**src/rtl/deserialize_pkg.sv**
```systemverilog
// Shared types and constants for the LOAD/SHIFT serial receiver.
// DESERIALIZE_RX_PARITY_EN adds one trailing even-parity bit to every frame.
package deserialize_pkg;

  typedef enum logic {
    IDLE  = 1'b0,
    SHIFT = 1'b1
  } state_e;

`ifdef DESERIALIZE_RX_PARITY_EN
  localparam int PARITY_BITS = 1;
`else
  localparam int PARITY_BITS = 0;
`endif

  // Wide enough to hold the longest frame length (WIDTH+1) without wrap.
  function automatic int cnt_width(input int width);
    return $clog2(width + 2);
  endfunction

endpackage

```
**src/rtl/deserialize_shreg.sv**
```systemverilog
// WIDTH-bit capture register; next_o exposes the post-edge value so the word
// can be registered downstream on the same edge that samples its last bit.
module deserialize_shreg #(
  parameter int WIDTH     = 4,
  parameter bit MSB_FIRST = 1'b1
) (
  input  logic             clk_i,
  input  logic             rst_i,
  input  logic             shift_i,
  input  logic             restart_i,
  input  logic             bit_i,
  output logic [WIDTH-1:0] next_o
);

  logic [WIDTH-1:0] data_q;
  logic [WIDTH-1:0] data_d;
  logic [WIDTH-1:0] base;

  always_comb begin
    base   = restart_i ? '0 : data_q;
    data_d = data_q;
    if (restart_i || shift_i) begin
      if (MSB_FIRST) data_d = {base[WIDTH-2:0], bit_i};
      else           data_d = {bit_i, base[WIDTH-1:1]};
    end
  end

  always_ff @(posedge clk_i or posedge rst_i) begin
    if (rst_i) data_q <= '0;
    else       data_q <= data_d;
  end

  assign next_o = data_d;

endmodule

```
**src/rtl/deserialize_rx.sv**
```systemverilog
// Serial frame receiver: FSM, bit counter, valid/ready holding register and
// sticky error flags. Parity checking is enabled by DESERIALIZE_RX_PARITY_EN.
module deserialize_rx
  import deserialize_pkg::*;
#(
  parameter  int WIDTH     = 4,
  parameter  bit MSB_FIRST = 1'b1,
  localparam int CW        = cnt_width(WIDTH)
) (
  input  logic             input_clock1_clk_1,
  input  logic             input_push_button1_reset_1,
  input  logic             input_shift_en,
  input  logic             input_serial_data,
  input  logic             input_load_shift,
  input  logic             input_ready,
  input  logic             input_clear_flags,
  output logic [WIDTH-1:0] output_word,
  output logic             output_valid,
  output logic             output_busy,
  output logic [CW-1:0]    output_bit_count,
  output logic             output_framing_error,
  output logic             output_overrun,
  output logic             output_parity_error
);

  localparam int FL = WIDTH + PARITY_BITS;
  localparam logic [CW-1:0] LAST_CNT = CW'(FL - 1);
  localparam logic [CW-1:0] DATA_CNT = CW'(WIDTH);

  state_e           state_q, state_d;
  logic [CW-1:0]    count_q, count_d;
  logic [WIDTH-1:0] word_q, word_d;
  logic             valid_q, valid_d;
  logic             fe_q, fe_d;
  logic             ovr_q, ovr_d;
  logic             par_q, par_d;
  logic             ovr_set;

  logic             strobe_start, strobe_bit, shift_data, complete, cand_par;
  logic [WIDTH-1:0] shreg_next;

  // A load_shift strobe restarts capture whether idle or mid-frame.
  assign strobe_start = input_shift_en & input_load_shift;
  assign strobe_bit   = input_shift_en & ~input_load_shift & (state_q == SHIFT);
  assign shift_data   = strobe_bit & (count_q < DATA_CNT);
  assign complete     = strobe_bit & (count_q == LAST_CNT);

`ifdef DESERIALIZE_RX_PARITY_EN
  // On the parity strobe the register holds, so shreg_next is the data word.
  assign cand_par = ^shreg_next ^ input_serial_data;
`else
  assign cand_par = 1'b0;
`endif

  deserialize_shreg #(
    .WIDTH    (WIDTH),
    .MSB_FIRST(MSB_FIRST)
  ) u_shreg (
    .clk_i    (input_clock1_clk_1),
    .rst_i    (input_push_button1_reset_1),
    .shift_i  (shift_data),
    .restart_i(strobe_start),
    .bit_i    (input_serial_data),
    .next_o   (shreg_next)
  );

  always_comb begin
    state_d = state_q;
    count_d = count_q;
    word_d  = word_q;
    valid_d = valid_q;
    par_d   = par_q;
    ovr_set = 1'b0;

    if (strobe_start) begin
      state_d = SHIFT;
      count_d = CW'(1);
    end else if (complete) begin
      state_d = IDLE;
      count_d = '0;
    end else if (strobe_bit) begin
      count_d = count_q + CW'(1);
    end

    if (complete) begin
      if (!valid_q || input_ready) begin
        word_d  = shreg_next;
        par_d   = cand_par;
        valid_d = 1'b1;
      end else begin
        ovr_set = 1'b1;
      end
    end else if (valid_q && input_ready) begin
      valid_d = 1'b0;
    end

    fe_d  = (fe_q & ~input_clear_flags) | (strobe_start & (state_q == SHIFT));
    ovr_d = (ovr_q & ~input_clear_flags) | ovr_set;
  end

  always_ff @(posedge input_clock1_clk_1 or posedge input_push_button1_reset_1) begin
    if (input_push_button1_reset_1) begin
      state_q <= IDLE;
      count_q <= '0;
      word_q  <= '0;
      valid_q <= 1'b0;
      fe_q    <= 1'b0;
      ovr_q   <= 1'b0;
      par_q   <= 1'b0;
    end else begin
      state_q <= state_d;
      count_q <= count_d;
      word_q  <= word_d;
      valid_q <= valid_d;
      fe_q    <= fe_d;
      ovr_q   <= ovr_d;
      par_q   <= par_d;
    end
  end

  assign output_word          = word_q;
  assign output_valid         = valid_q;
  assign output_busy          = (state_q == SHIFT);
  assign output_bit_count     = count_q;
  assign output_framing_error = fe_q;
  assign output_overrun       = ovr_q;
  assign output_parity_error  = par_q;

endmodule

```
**config.mk**
```make
export PLATFORM = sky130hd
export DESIGN_NAME = deserialize_rx
export DESIGN_NICKNAME = d
export VERILOG_FILES = /design/src/rtl/deserialize_pkg.sv /design/src/rtl/deserialize_shreg.sv /design/src/rtl/deserialize_rx.sv
export SDC_FILE = /design/constraint.sdc
export NUM_CORES = 1
export LEC_CHECK = 0
export BUFFER_PORTS_ARGS = -buffer_cell sky130_fd_sc_hd__clkbuf_2
export CORE_MARGIN = 4
export CORE_UTILIZATION = 44
export CTS_CLUSTER_DIAMETER = 40
export DETAILED_ROUTE_END_ITERATION = 10
export MAX_ROUTING_LAYER = met4
export PLACE_DENSITY = 0.74
export SYNTH_ARGS = -nofsm -noshare
export SYNTH_HDL_FRONTEND = slang
export SYNTH_HIERARCHICAL = 1
export SYNTH_SLANG_ARGS = --single-unit
```
**constraint.sdc**
```tcl
create_clock -name input_clock1_clk_1 -period 3.6 [get_ports input_clock1_clk_1]
set_input_delay 0.72 -clock input_clock1_clk_1 [delete_from_list [all_inputs] [get_ports input_clock1_clk_1]]
set_output_delay 0.72 -clock input_clock1_clk_1 [all_outputs]
set_load 0.05 [all_outputs]
```
After elaboration in Yosys (flattened, before gate mapping)
Index checks and enable logic that the tools add are counted.
{ "totals": {"regBits": 15, "in_bits": 7, "out_inout_bits": 12} }
{ "classes": {"n_addsub": 1, "order_cmp": 1, "n_eq_ne": 2, "muxes": 12, "n_bitwise": 12, "reduce_logical": 9} }
{ "op_table": {"columns": ["cell", "n"], "rows": [
  ["$mux W3", 4],
  ["$and A1 B1 Y1", 8],
  ["$mux W1", 7],
  ["$mux W4", 1],
  ["$reduce_and A2 Y1", 2],
  ["$reduce_bool A2 Y1", 2],
  ["$add A3 B1 Y3 const B", 1],
  ["$eq A3 B2 Y1 const B", 1],
  ["$lt A3 B3 Y1 const B", 1],
  ["$reduce_bool A3 Y1", 1],
  ["$logic_or A1 B1 Y1", 2],
  ["$ne A2 B1 Y1 const B", 1],
  ["$not A1 Y1", 2],
  ["$or A1 B1 Y1", 2],
  ["$logic_and A1 B1 Y1", 1],
  ["$logic_not A1 Y1", 1]
]} }

Depth between registers and ports, before layout
Gate-level depths: netlist of run 1.
{ "depth": {"ltp_word": 6, "ltp_mapped": 5} }

Modules after synthesis
The synthesis of run 1 kept the hierarchy.
{ "by_module_without_submodules": {"columns": ["module", "instances", "cells_each", "area_per_inst_um2"], "rows": [
  ["deserialize_rx", 1, 43, 520.5],
  ["deserialize_shreg", 1, 13, 160.2]
]} }

Worst setup path after synthesis of run 1
No wires, ideal clock.
{ "synth_timing": {"path_type": "input-to-reg", "start": "input port output_busy", "end": "register word_q[0] (netlist: output_word[0])", "setup_time_ns": 0.125, "arrival_time_ns": 1.776, "slack_ns": 1.699, "path_stages": 6, "n_path_buf": 1, "path_cell_list": "dfrtp_1 -> buf_4 -> and4bb_4 -> nor2_1 -> mux2_1 -> mux2_4"} }
{ "synth_via": {"elab_chain_cells": 4} }
{ "synth_lines": {"columns": ["item", "line", "rtl"], "rows": [
  ["from (decl)", "deserialize_rx.sv:19", "output logic output_busy,"],
  ["$and A1 B1 Y1", "deserialize_rx.sv:44", "assign strobe_bit = input_shift_en & ~input_load_shift & (state_q == SHIFT);"],
  ["$and A1 B1 Y1", "deserialize_rx.sv:45", "assign shift_data = strobe_bit & (count_q < DATA_CNT);"],
  ["via shift_data", "deserialize_rx.sv:39", "logic strobe_start, strobe_bit, shift_data, complete, cand_par;"],
  ["$logic_or A1 B1 Y1", "deserialize_shreg.sv:22", "if (restart_i || shift_i) begin"],
  ["$mux W4", "deserialize_shreg.sv:22", null],
  ["via shreg_next[0]", "deserialize_rx.sv:40", "logic [WIDTH-1:0] shreg_next;"],
  ["to (signal assigned)", "deserialize_rx.sv:113", "word_q <= word_d;"],
  ["to (decl)", "deserialize_rx.sv:32", "logic [WIDTH-1:0] word_q, word_d;"]
]} }
The timed path passes the listed nets, and every way through them passes these cells.
A chain may end at the register's enable or synchronous reset.

Worst setup path in the final report of run 1
{ "layout_timing": {"start": "input port output_busy", "end": "output port output_busy"} }
No word-level cell between the ends.

==> flow_metrics.tcl, run 1 <==
set metrics [dict create \
    status "completed" \
    powerDensity_mw_per_mm2 650.1 \
    synth_area_leaders "dfrtp_1 (55%), mux2_4 (8.8%), mux2i_1 (4.4%)" \
    pin_count 19 \
    finalClockSkew_ps 3.800 \
    wire_per_inst_microns 13.84 \
    ctsHoldBuffers 0 \
    path_buf_inv 1 \
    place_inst 86 \
    cts_tree "built" \
    reg2reg_from "output_busy" \
    rsz0062_at_grt "false" \
    post_cts_buffers 0 \
    fin_crit_ps 1843 \
    crit_fanout 9 \
    antenna_found_initial 0 \
    insertion_delay_ps 280 \
    setup_tns_ps 0 \
    yosys.area.top_type "dfrtp_1" \
    vdd_drop_max_mv 0.3709 \
    grt.overflow.total 0 \
    dp_slack_ps 1532 \
    finalCritPeriodShare_pct 51.20 \
    ys_ff_latch 15 \
    synth.distinct_cells 23 \
    pwr-share-clk_pct 18.4 \
    hold_viol_final 0 \
    power.internal_uw 302.2 \
    synth.mux.area_fraction_pct 14.89 \
    firstDrtPassIters 4 \
    required_ps 2880 \
    dieArea_sq_mm 0.002240 \
    maxCapViolations 0 \
    num_vias 463 \
    die_x_microns 47.33 \
    end_kind "output port" \
    grt_usage_pct 14.34 \
    postLayoutCellArea_sq_um 795.8 \
    cts_htree_levels 1 \
    port_buffers 17 \
    cp_slowest_cell "dfrtp_1" \
    syn_inst 56 \
    fillers 122 \
    reg2reg_depth 4 \
    yosysWarnings 6 \
    wirelength_microns 1246 \
    finalMaxSlewViolations 0 \
    final_cells 90 \
    syn_area_sq_um 680.7 \
    p_seq_share_pct 43.1 \
    cts_buffers 3 \
    critPathKind "reg -> out" \
    clock.fmax_mhz 542.5 \
    r2r_setup_slack_ps 1940 \
    synth-adder-area-share_pct 1.838 \
    start_kind "flip-flop" \
    ys_seq_area_share_pct 55.15 \
    cts.sinks 15 \
    synth_top_area_share_pct 55.15 \
    power_uw 517.3 \
    final_cell_mix "clkbuf_2 (17), dfrtp_1 (15), inv_1 (5), nor2_1 (5)" \
    fin_ws_ps 1757 \
    syn_nets 64 \
    gp_congestion 0.7531 \
    synth_compound_area_share_pct 8.640 \
    core_sq_mm 0.001383 \
    synth-xor-area-share_pct 0 \
    postRouteAntennaNets 0 \
    regArea_sq_um 375.4 \
    drc_errors 0 \
    multi_input_area_sq_um 271.5 \
    swShare_pct 41.58 \
    clk_pin_slew_ps 90 \
    cts_resized 0 \
    avgSynthCellArea_sq_um 12.15 \
    grt_max_degree 12 \
    drt_iter0_drc 7 \
    antenna-diode-count 0 \
    synthSimpleGateAreaFrac_pct 13.97 \
    area_delta_synth_final_pct 16.91 \
    slowest_delay_ps 510 \
    grt_pass1_vias 474 \
    placed_area_sq_um 769.5 \
    nets 84 \
    power.share.combinational_pct 38.4 \
    synth_top_family_by_area "multiplexers" \
    r2r_end "output_word[0]" \
    critPathTopFamily "flip-flops" \
    place_hpwl_microns 932.3 \
    grt_pass1_wl_microns 2090 \
    setup_viol 0 \
    fp-row-count 13 \
    fp.dieH_microns 47.33 \
    cts.path.max_buffers 2 \
    cellLeakagePower_nw 0.4289 \
    layout_commonest_cell "clkbuf_2" \
    p_sw_uw 215.1 \
    via_per_inst 5.144 \
    start_util_pct 49.23 \
    drive_above_1_share_pct 36.00 \
    root_buffer "clkbuf_4" \
    path_cells "clkbuf_2" \
    hold_path_class "in -> async" \
    crit_arrival_ps 1120 \
]
through the flow:
step,utilization (%),hold WS (ps)
after floorplan,-,486.0
after global placement,55.66,472.9
after detailed placement,55.66,473.5
after CTS,57.56,291.9
after global routing,57.56,301.9
final,57.56,295.5
cells by family after synthesis:
family | after synthesis
flops | 15
fa+ha+maj | 1
buf+inv | 7
mux | 8
other cells | 1
simple gates | 15
compound gates | 9
final cells by class:
type                       instances  share of cell area (%)
tap                               15                   2.358
clock buffer                       4                   3.302
sequential                        15                   47.17
multi-input combinational         34                   34.12
timing repair buffer              17                   10.69
inverter                           5                   2.358
layer usage:
layer | up-vias | GRT usage (%) | wire length (microns)
met5 | - | - | 0
met4 | 0 | 8.287 | 27
met3 | 4 | 2.299 | 77
met2 | 17 | 22.99 | 571
met1 | 219 | 16.71 | 569
li1 | 223 | - | -
power groups by stage:
| stage | clock network [mW] | logic [mW] | registers [mW] |
|---|---|---|---|
| 2_1_floorplan | 0 | 0.0717 | 0.311 |
| 3_3_place_gp | 0 | 0.197 | 0.224 |
| 3_5_place_dp | 0 | 0.201 | 0.226 |
| 4_1_cts | 0.101 | 0.200 | 0.224 |
| 5_1_grt | 0.107 | 0.214 | 0.228 |
| 6_report | 0.0952 | 0.199 | 0.223 |
Yosys cell counts:
| library cell | instances |
|---|---|
| conb_1 | 1 |
| dfrtp_1 | 15 |
| mux2_1 | 1 |
| and2_2 | 1 |
| nand3_4 | 1 |
| and4bb_4 | 1 |
| ha_1 | 1 |
| buf_4 | 2 |
| a21oi_1 | 1 |
| or2b_1 | 1 |
| o21a_1 | 1 |
| nor2_1 | 5 |
| nand2b_1 | 1 |
| a31oi_1 | 1 |
| o2bb2ai_1 | 1 |
| a22o_1 | 1 |
| o21ai_0 | 3 |
| a21o_1 | 1 |
| mux2i_1 | 3 |
| inv_1 | 5 |
| mux2_4 | 4 |
| nand4_1 | 1 |
| nand2_1 | 4 |
state kept, by name, indices dropped and copies added (netlist names):
register and count:
output_framing_error 1, output_overrun 1, output_valid 1, output_bit_count 3
output_busy 1, u_shreg/data_q 4, output_word 4
how the worst max path moves through the flow:
stage	to	depth (start not counted)	from	slack, ps
3_5_place_dp	output_word[0]	5	input_load_shift	1530
4_1_cts	output_busy	1	output_busy	1760
5_1_grt	output_busy	1	output_busy	1690
3_3_place_gp	output_word[0]	5	input_load_shift	1580
2_1_floorplan	output_word[0]	5	output_busy	1700
6_report	output_busy	1	output_busy	1760
No activity file was read; power rests on OpenSTA's default activity.
==> inputs of run 2 (changes only) <==
--- a/config.mk
+++ b/config.mk
@@ -5,13 +5,14 @@
 export SDC_FILE = /design/constraint.sdc
 export NUM_CORES = 1
 export LEC_CHECK = 0
+export ABC_AREA = 1
 export BUFFER_PORTS_ARGS = -buffer_cell sky130_fd_sc_hd__clkbuf_2
 export CORE_MARGIN = 4
 export CORE_UTILIZATION = 44
 export CTS_CLUSTER_DIAMETER = 40
 export DETAILED_ROUTE_END_ITERATION = 10
 export MAX_ROUTING_LAYER = met4
-export PLACE_DENSITY = 0.74
+export PLACE_DENSITY = 0.77
 export SYNTH_ARGS = -nofsm -noshare
 export SYNTH_HDL_FRONTEND = slang
 export SYNTH_HIERARCHICAL = 1
==> constraint.sdc (replaced) <==
create_clock -name input_clock1_clk_1 -period 1.5 [get_ports input_clock1_clk_1]
set_input_delay 0.3 -clock input_clock1_clk_1 [delete_from_list [all_inputs] [get_ports input_clock1_clk_1]]
set_output_delay 0.3 -clock input_clock1_clk_1 [all_outputs]
set_load 0.05 [all_outputs]
==> run 2 against run 1 <==
  * Die area increased by 2.1%
  * Clock skew down 1.5 ps
  * Worst hold slack got worse by 22 ps
  * Sequential share of layout area down 2.2 points
  * Sequential cell count unchanged
  * Synthesized cell count up 34%
  * Highest routed layer unchanged
  * Setup slack worse by 1600 ps
  * Sequential power up 130%
  * Area after synthesis increased by 2.6%
  * First-iteration DRC count unchanged
  * Critical path depth stayed put
  * Non-clock buffer count grew 1
==> flow_metrics.tcl, run 2 <==
set metrics [dict create \
    status "completed" \
    cts_buffers 3 \
    p_sw_uw 487.5 \
    grt-busiest-layer "met2" \
    ys_seq_area_share_pct 53.76 \
    yosys.area.top_type "dfrtp_1" \
    syn_nets 83 \
    grt_use_met1_pct 17.87 \
    port_buffers 17 \
    postRouteAntennaNets 0 \
    synth_common_cells "nand2_1 (24), dfrtp_1 (15), inv_1 (9), nand3_1 (5), nand4_1 (4)" \
    cts.sinks 15 \
    whs_endpoint "output_overrun" \
    via_per_inst 4.946 \
    grt_usage_pct 13.39 \
    die_x_microns 47.84 \
    critPathTopFamily "flip-flops" \
    power.share.combinational_pct 36.2 \
    cp_slowest_cell "dfrtp_1" \
    reg2reg_from "output_busy" \
    path_buf_inv 1 \
    grt.overflow.total 0 \
    crit_arrival_ps 1050 \
    grt_pass1_vias 508 \
    ys_ff_latch 15 \
    required_ps 1200 \
    num_vias 554 \
    grt_pass1_wl_microns 2090 \
    syn_area_sq_um 698.2 \
    nets 105 \
    maxCapViolations 0 \
    layout_commonest_cell "nand2_1" \
    post_cts_buffers 0 \
    synth_edf_count 0 \
    end_kind "output port" \
    finalCritPeriodShare_pct 89.89 \
    antenna_found_initial 0 \
    path_cells "clkbuf_2" \
    start_kind "flip-flop" \
    cts_tree "built" \
    fin_crit_ps 1348 \
    min_path_cells 4 \
    swShare_pct 42.36 \
    ys_async_sr_fraction_pct 100.0 \
    vdd_drop_max_mv 0.5983 \
    grtUsageMet3_pct 2.632 \
    grt_max_degree 12 \
    firstDrtPassIters 4 \
    finalClockSkew_ps 2.327 \
    cts_htree_levels 1 \
    synth_area_leaders "dfrtp_1 (54%), nand2_1 (13%), inv_1 (4.8%)" \
    drive_above_1_share_pct 32.29 \
    finish.utilization_pct 55.65 \
    antenna-diode-count 0 \
    power.internal_uw 663.3 \
    pwr-share-clk_pct 19.7 \
    ys.flop_type "dfrtp_1" \
    use_met2_pct 20.05 \
    r2r_setup_slack_ps 170 \
    critPathKind "reg -> out" \
    final_cell_mix "nand2_1 (24), clkbuf_2 (17), dfrtp_1 (14)" \
    crit_fanout 4 \
    hold_viol_final 0 \
    pin_count 19 \
    root_buffer "clkbuf_4" \
    core_sq_mm 0.001506 \
    setup_viol 0 \
    place_hpwl_microns 1038 \
    synth.distinct_cells 21 \
    hold_path_class "in -> reg" \
    clk_pin_slew_ps 90 \
    drc_errors 0 \
    synth_top_area_share_pct 53.76 \
    gp_congestion 0.7705 \
    fp-row-count 14 \
    rsz0062_at_grt "false" \
    avgSynthCellArea_sq_um 9.309 \
    fp.dieH_microns 47.84 \
    insertion_delay_ps 280 \
    area_delta_synth_final_pct 20.07 \
    min_from "input_clear_flags" \
    dieArea_sq_mm 0.002288 \
    p_seq_share_pct 44.1 \
    powerDensity_mw_per_mm2 1373 \
    r2r_end "output_word[2]" \
    setup_tns_ps 0 \
    drt_iter0_drc 7 \
    wire_per_inst_microns 11.82 \
    start_util_pct 46.35 \
    clock.fmax_mhz 741.6 \
    finalMaxSlewViolations 0 \
    wirelength_microns 1324 \
    synth_most_common_cell "nand2_1" \
    cellLeakagePower_nw 0.4905 \
    reg2reg_depth 7 \
    cts.path.max_buffers 2 \
    slowest_delay_ps 460 \
    yosysWarnings 6 \
    syn_inst 75 \
]
run 2: cell count changes in the layout (fill, tap and decap cells not counted), sizes merged, moves of 2 or more:
cell / change
nand3: +5
inv: +5
mux2i: -3
nand2: +23
mux2: -5
nor2: -2
nand4: +3
run 2: worst max-delay path by stage:
| stage | end | depth (start not counted) | from | slack, ps |
|---|---|---|---|---|
| finish | output_bit_count[2] | 1 | output_bit_count[2] | 150 |
| global route | output_word[0] | 7 | output_busy | 30 |
| CTS | output_bit_count[2] | 1 | output_bit_count[2] | 150 |
| detailed placement | output_word[2] | 8 | input_shift_en | 170 |
| global placement | output_word[2] | 8 | input_shift_en | 230 |
| floorplan | output_word[0] | 6 | output_bit_count[1] | 60 |
run 2: area by class of cell:
cell class	count	area (sq um)
clock buffers	4	26.28
fillers	141	668.1
inverters	10	37.54
multi-input cells	49	282.8
flip-flops and latches	15	376.6
well taps	16	20.02
repair buffers	18	95.09
run 2: layer usage:
metal  wire [microns]  vias up
li1                 -      282
met1              626      257
met2              619       13
met3               61        2
met4               17        0
met5                0        -
run 2: repair_timing:
action / CTS / global route
resized for setup: 0 / 0
hold buffers: 1 / 0
endpoints found under the hold margin: 4 / 0
run 2: stage by stage:
step | hold slack, ps | cells | power (mW) | worst slack, ps | area (sq um)
floorplan | 66.08 | 75 | 0.8326 | 55.18 | 704.4
detailed placement | 185.6 | 107 | 0.9295 | 166.1 | 802.0
CTS | 273.2 | 112 | 1.162 | 148.0 | 838.3
finish | 273.5 | 112 | 1.151 | 151.6 | 838.3
global placement | 185.4 | 107 | 0.9228 | 227.5 | 802.0
global route | 297.0 | 112 | 1.213 | 33.08 | 838.3
run 2: power groups by stage:
| stage | logic [mW] | registers (mW) | clock network [mW] |
|---|---|---|---|
| 2_1_floorplan | 0.143 | 0.690 | 0 |
| 3_3_place_gp | 0.409 | 0.514 | 0 |
| 3_5_place_dp | 0.415 | 0.515 | 0 |
| 4_1_cts | 0.422 | 0.508 | 0.232 |
| 5_1_grt | 0.447 | 0.516 | 0.250 |
| 6_report | 0.417 | 0.507 | 0.227 |
run 2: cells by family after synthesis:
kind of cell             count (synthesis)  share of synthesized area (%)
adder cells (fa/ha/maj)                  1                          1.792
AND/OR/NAND/NOR                         41                          32.08
buffers and inverters                   11                          6.451
AO/OA/AOI/OAI                            6                          5.375
flip-flops                              15                          53.76
other                                    1                         0.5371
==> inputs of run 3 (changes only) <==
--- a/config.mk
+++ b/config.mk
@@ -7,12 +7,14 @@
 export LEC_CHECK = 0
 export ABC_AREA = 1
 export BUFFER_PORTS_ARGS = -buffer_cell sky130_fd_sc_hd__clkbuf_2
+export CELL_PAD_IN_SITES_DETAIL_PLACEMENT = 0
+export CELL_PAD_IN_SITES_GLOBAL_PLACEMENT = 2
 export CORE_MARGIN = 4
-export CORE_UTILIZATION = 44
+export CORE_UTILIZATION = 26
 export CTS_CLUSTER_DIAMETER = 40
 export DETAILED_ROUTE_END_ITERATION = 10
 export MAX_ROUTING_LAYER = met4
-export PLACE_DENSITY = 0.77
+export PLACE_DENSITY = 0.76
 export SYNTH_ARGS = -nofsm -noshare
 export SYNTH_HDL_FRONTEND = slang
 export SYNTH_HIERARCHICAL = 1
==> run 3 against run 2 <==
  * Critical path depth is the same
  * Sequential share of layout area shrank 0.98 points
  * Fmax shrank 2.5%
  * Critical endpoint unchanged
  * Largest cell class unchanged
==> flow_metrics.tcl, run 3 (synthesis gave the netlist of run 2 again) <==
set metrics [dict create \
    path_cells "clkbuf_2" \
    start_kind "flip-flop" \
    cts_tree "built" \
    power_mw 1.156 \
    hold_viol_final 0 \
    firstDrtPassIters 3 \
    insertion_delay_ps 290 \
    clk_pin_slew_ps 100 \
    postRouteAntennaNets 0 \
    finalMaxSlewViolations 0 \
    dieArea_sq_mm 0.003578 \
    wire_per_inst_microns 10.98 \
    crit_arrival_ps 1080 \
    min_from "input_serial_data" \
    finalClockSkew_ps 3.792 \
    grt.overflow.total 0 \
    fp.dieH_microns 59.82 \
    cts_htree_levels 1 \
    finalCritPeriodShare_pct 92.18 \
    dp_slack_ps 150.0 \
    area_delta_synth_final_pct 22.76 \
    via_per_inst 4.214 \
    powerDensity_mw_per_mm2 1348 \
    cellLeakagePower_nw 0.4933 \
    grt_pass1_vias 520 \
    whs_endpoint "u_shreg/data_q[0]" \
    fin_ws_ps 117.3 \
    grt_pass1_wl_microns 2318 \
    crit_fanout 4 \
    final_cell_mix "nand2_1 (24), clkbuf_2 (17), dfrtp_1 (14)" \
    fillers 280 \
    required_ps 1200 \
    place_hpwl_microns 1076 \
    multi_input_area_sq_um 282.8 \
    antenna-diode-count 0 \
    post_cts_buffers 0 \
    die_x_microns 59.82 \
    critPathTopFamily "flip-flops" \
    cts_buffers 3 \
    setup_viol 0 \
    maxCapViolations 0 \
    hold_slack_ps 257.4 \
    fin_crit_ps 1383 \
    min_path_cells 3 \
    cts_resized 0 \
    reg2reg_depth 6 \
    vdd_drop_max_mv 0.7666 \
    drive_above_1_share_pct 33.33 \
    r2r_end "output_word[0]" \
    slowest_delay_ps 470 \
    status "completed" \
    setup_tns_ps 0 \
    num_vias 531 \
    rsz0062_at_grt "false" \
    end_kind "output port" \
    layout_commonest_cell "nand2_1" \
    drc_errors 0 \
    cp-startpoint "output_bit_count[2]" \
    cts.path.max_buffers 2 \
    cp_slowest_cell "dfrtp_1" \
    port_buffers 17 \
    nets 105 \
    gp_congestion 0.7778 \
    reg2reg_from "output_bit_count[2]" \
    drt_iter0_drc 4 \
    wirelength_microns 1383 \
    grt_max_degree 12 \
    antenna_found_initial 0 \
    path_depth 1 \
    path_buf_inv 1 \
    clock.fmax_mhz 723.2 \
    core_sq_mm 0.002522 \
    hold_path_class "in -> reg" \
    regArea_sq_um 376.6 \
    root_buffer "clkbuf_4" \
    fp-row-count 18 \
    critPathKind "reg -> out" \
    pin_count 19 \
    r2r_setup_slack_ps 160 \
    grt_usage_pct 8.907 \
    start_util_pct 27.68 \
    cts.sinks 15 \
]
[run 3: cell types whose count changed in the layout (fill, tap and decap cells not counted), sizes merged]
cell,before,now
clkbuf,21,20
clkinv,0,1
[run 3: how the worst max path moves through the flow]
stage                               end
floorplan                output_word[0]
global placement         output_word[0]
detailed placement       output_word[0]
CTS                 output_bit_count[2]
global route             output_word[0]
finish              output_bit_count[2]
[run 3: tightest hold or removal path: stages]
cell	delay (ps)
clkbuf_2	80
o21ai_0	60
nand2_1	70
[run 3: area by class of cell]
class	count	area share, %
tap	30	4.380
timing repair buffer	18	11.09
clock inverter	1	0.5839
sequential	15	43.94
multi-input combinational	49	32.99
clock buffer	3	2.628
inverter	10	4.380
[run 3: layer usage]
layer	share of wire, %	track usage [%]
met1	49	11.32
met2	45	13.43
met3	4.4	1.512
met4	1.4	4.747
met5	0	-
[run 3: where the power goes]
group	leakage, nW	switching [mW]	internal (mW)
Sequential	0.195	0.0377	0.466
Combinational	0.281	0.320	0.0929
Clock	0.0177	0.140	0.0992
Total	0.493	0.497	0.659
[run 3: through the flow]
step	cell area (sq um)	util (%)	instances
CTS	857.1	33.98	126
floorplan	704.4	-	75
global route	857.1	33.98	126
global placement	819.5	32.49	121
finish	857.1	33.98	126
detailed placement	819.5	32.49	121
[run 3: timing repair]
item,in CTS,in global routing
endpoints found under the hold margin,4,0
setup endpoints to repair,0,0
hold buffers,1,0
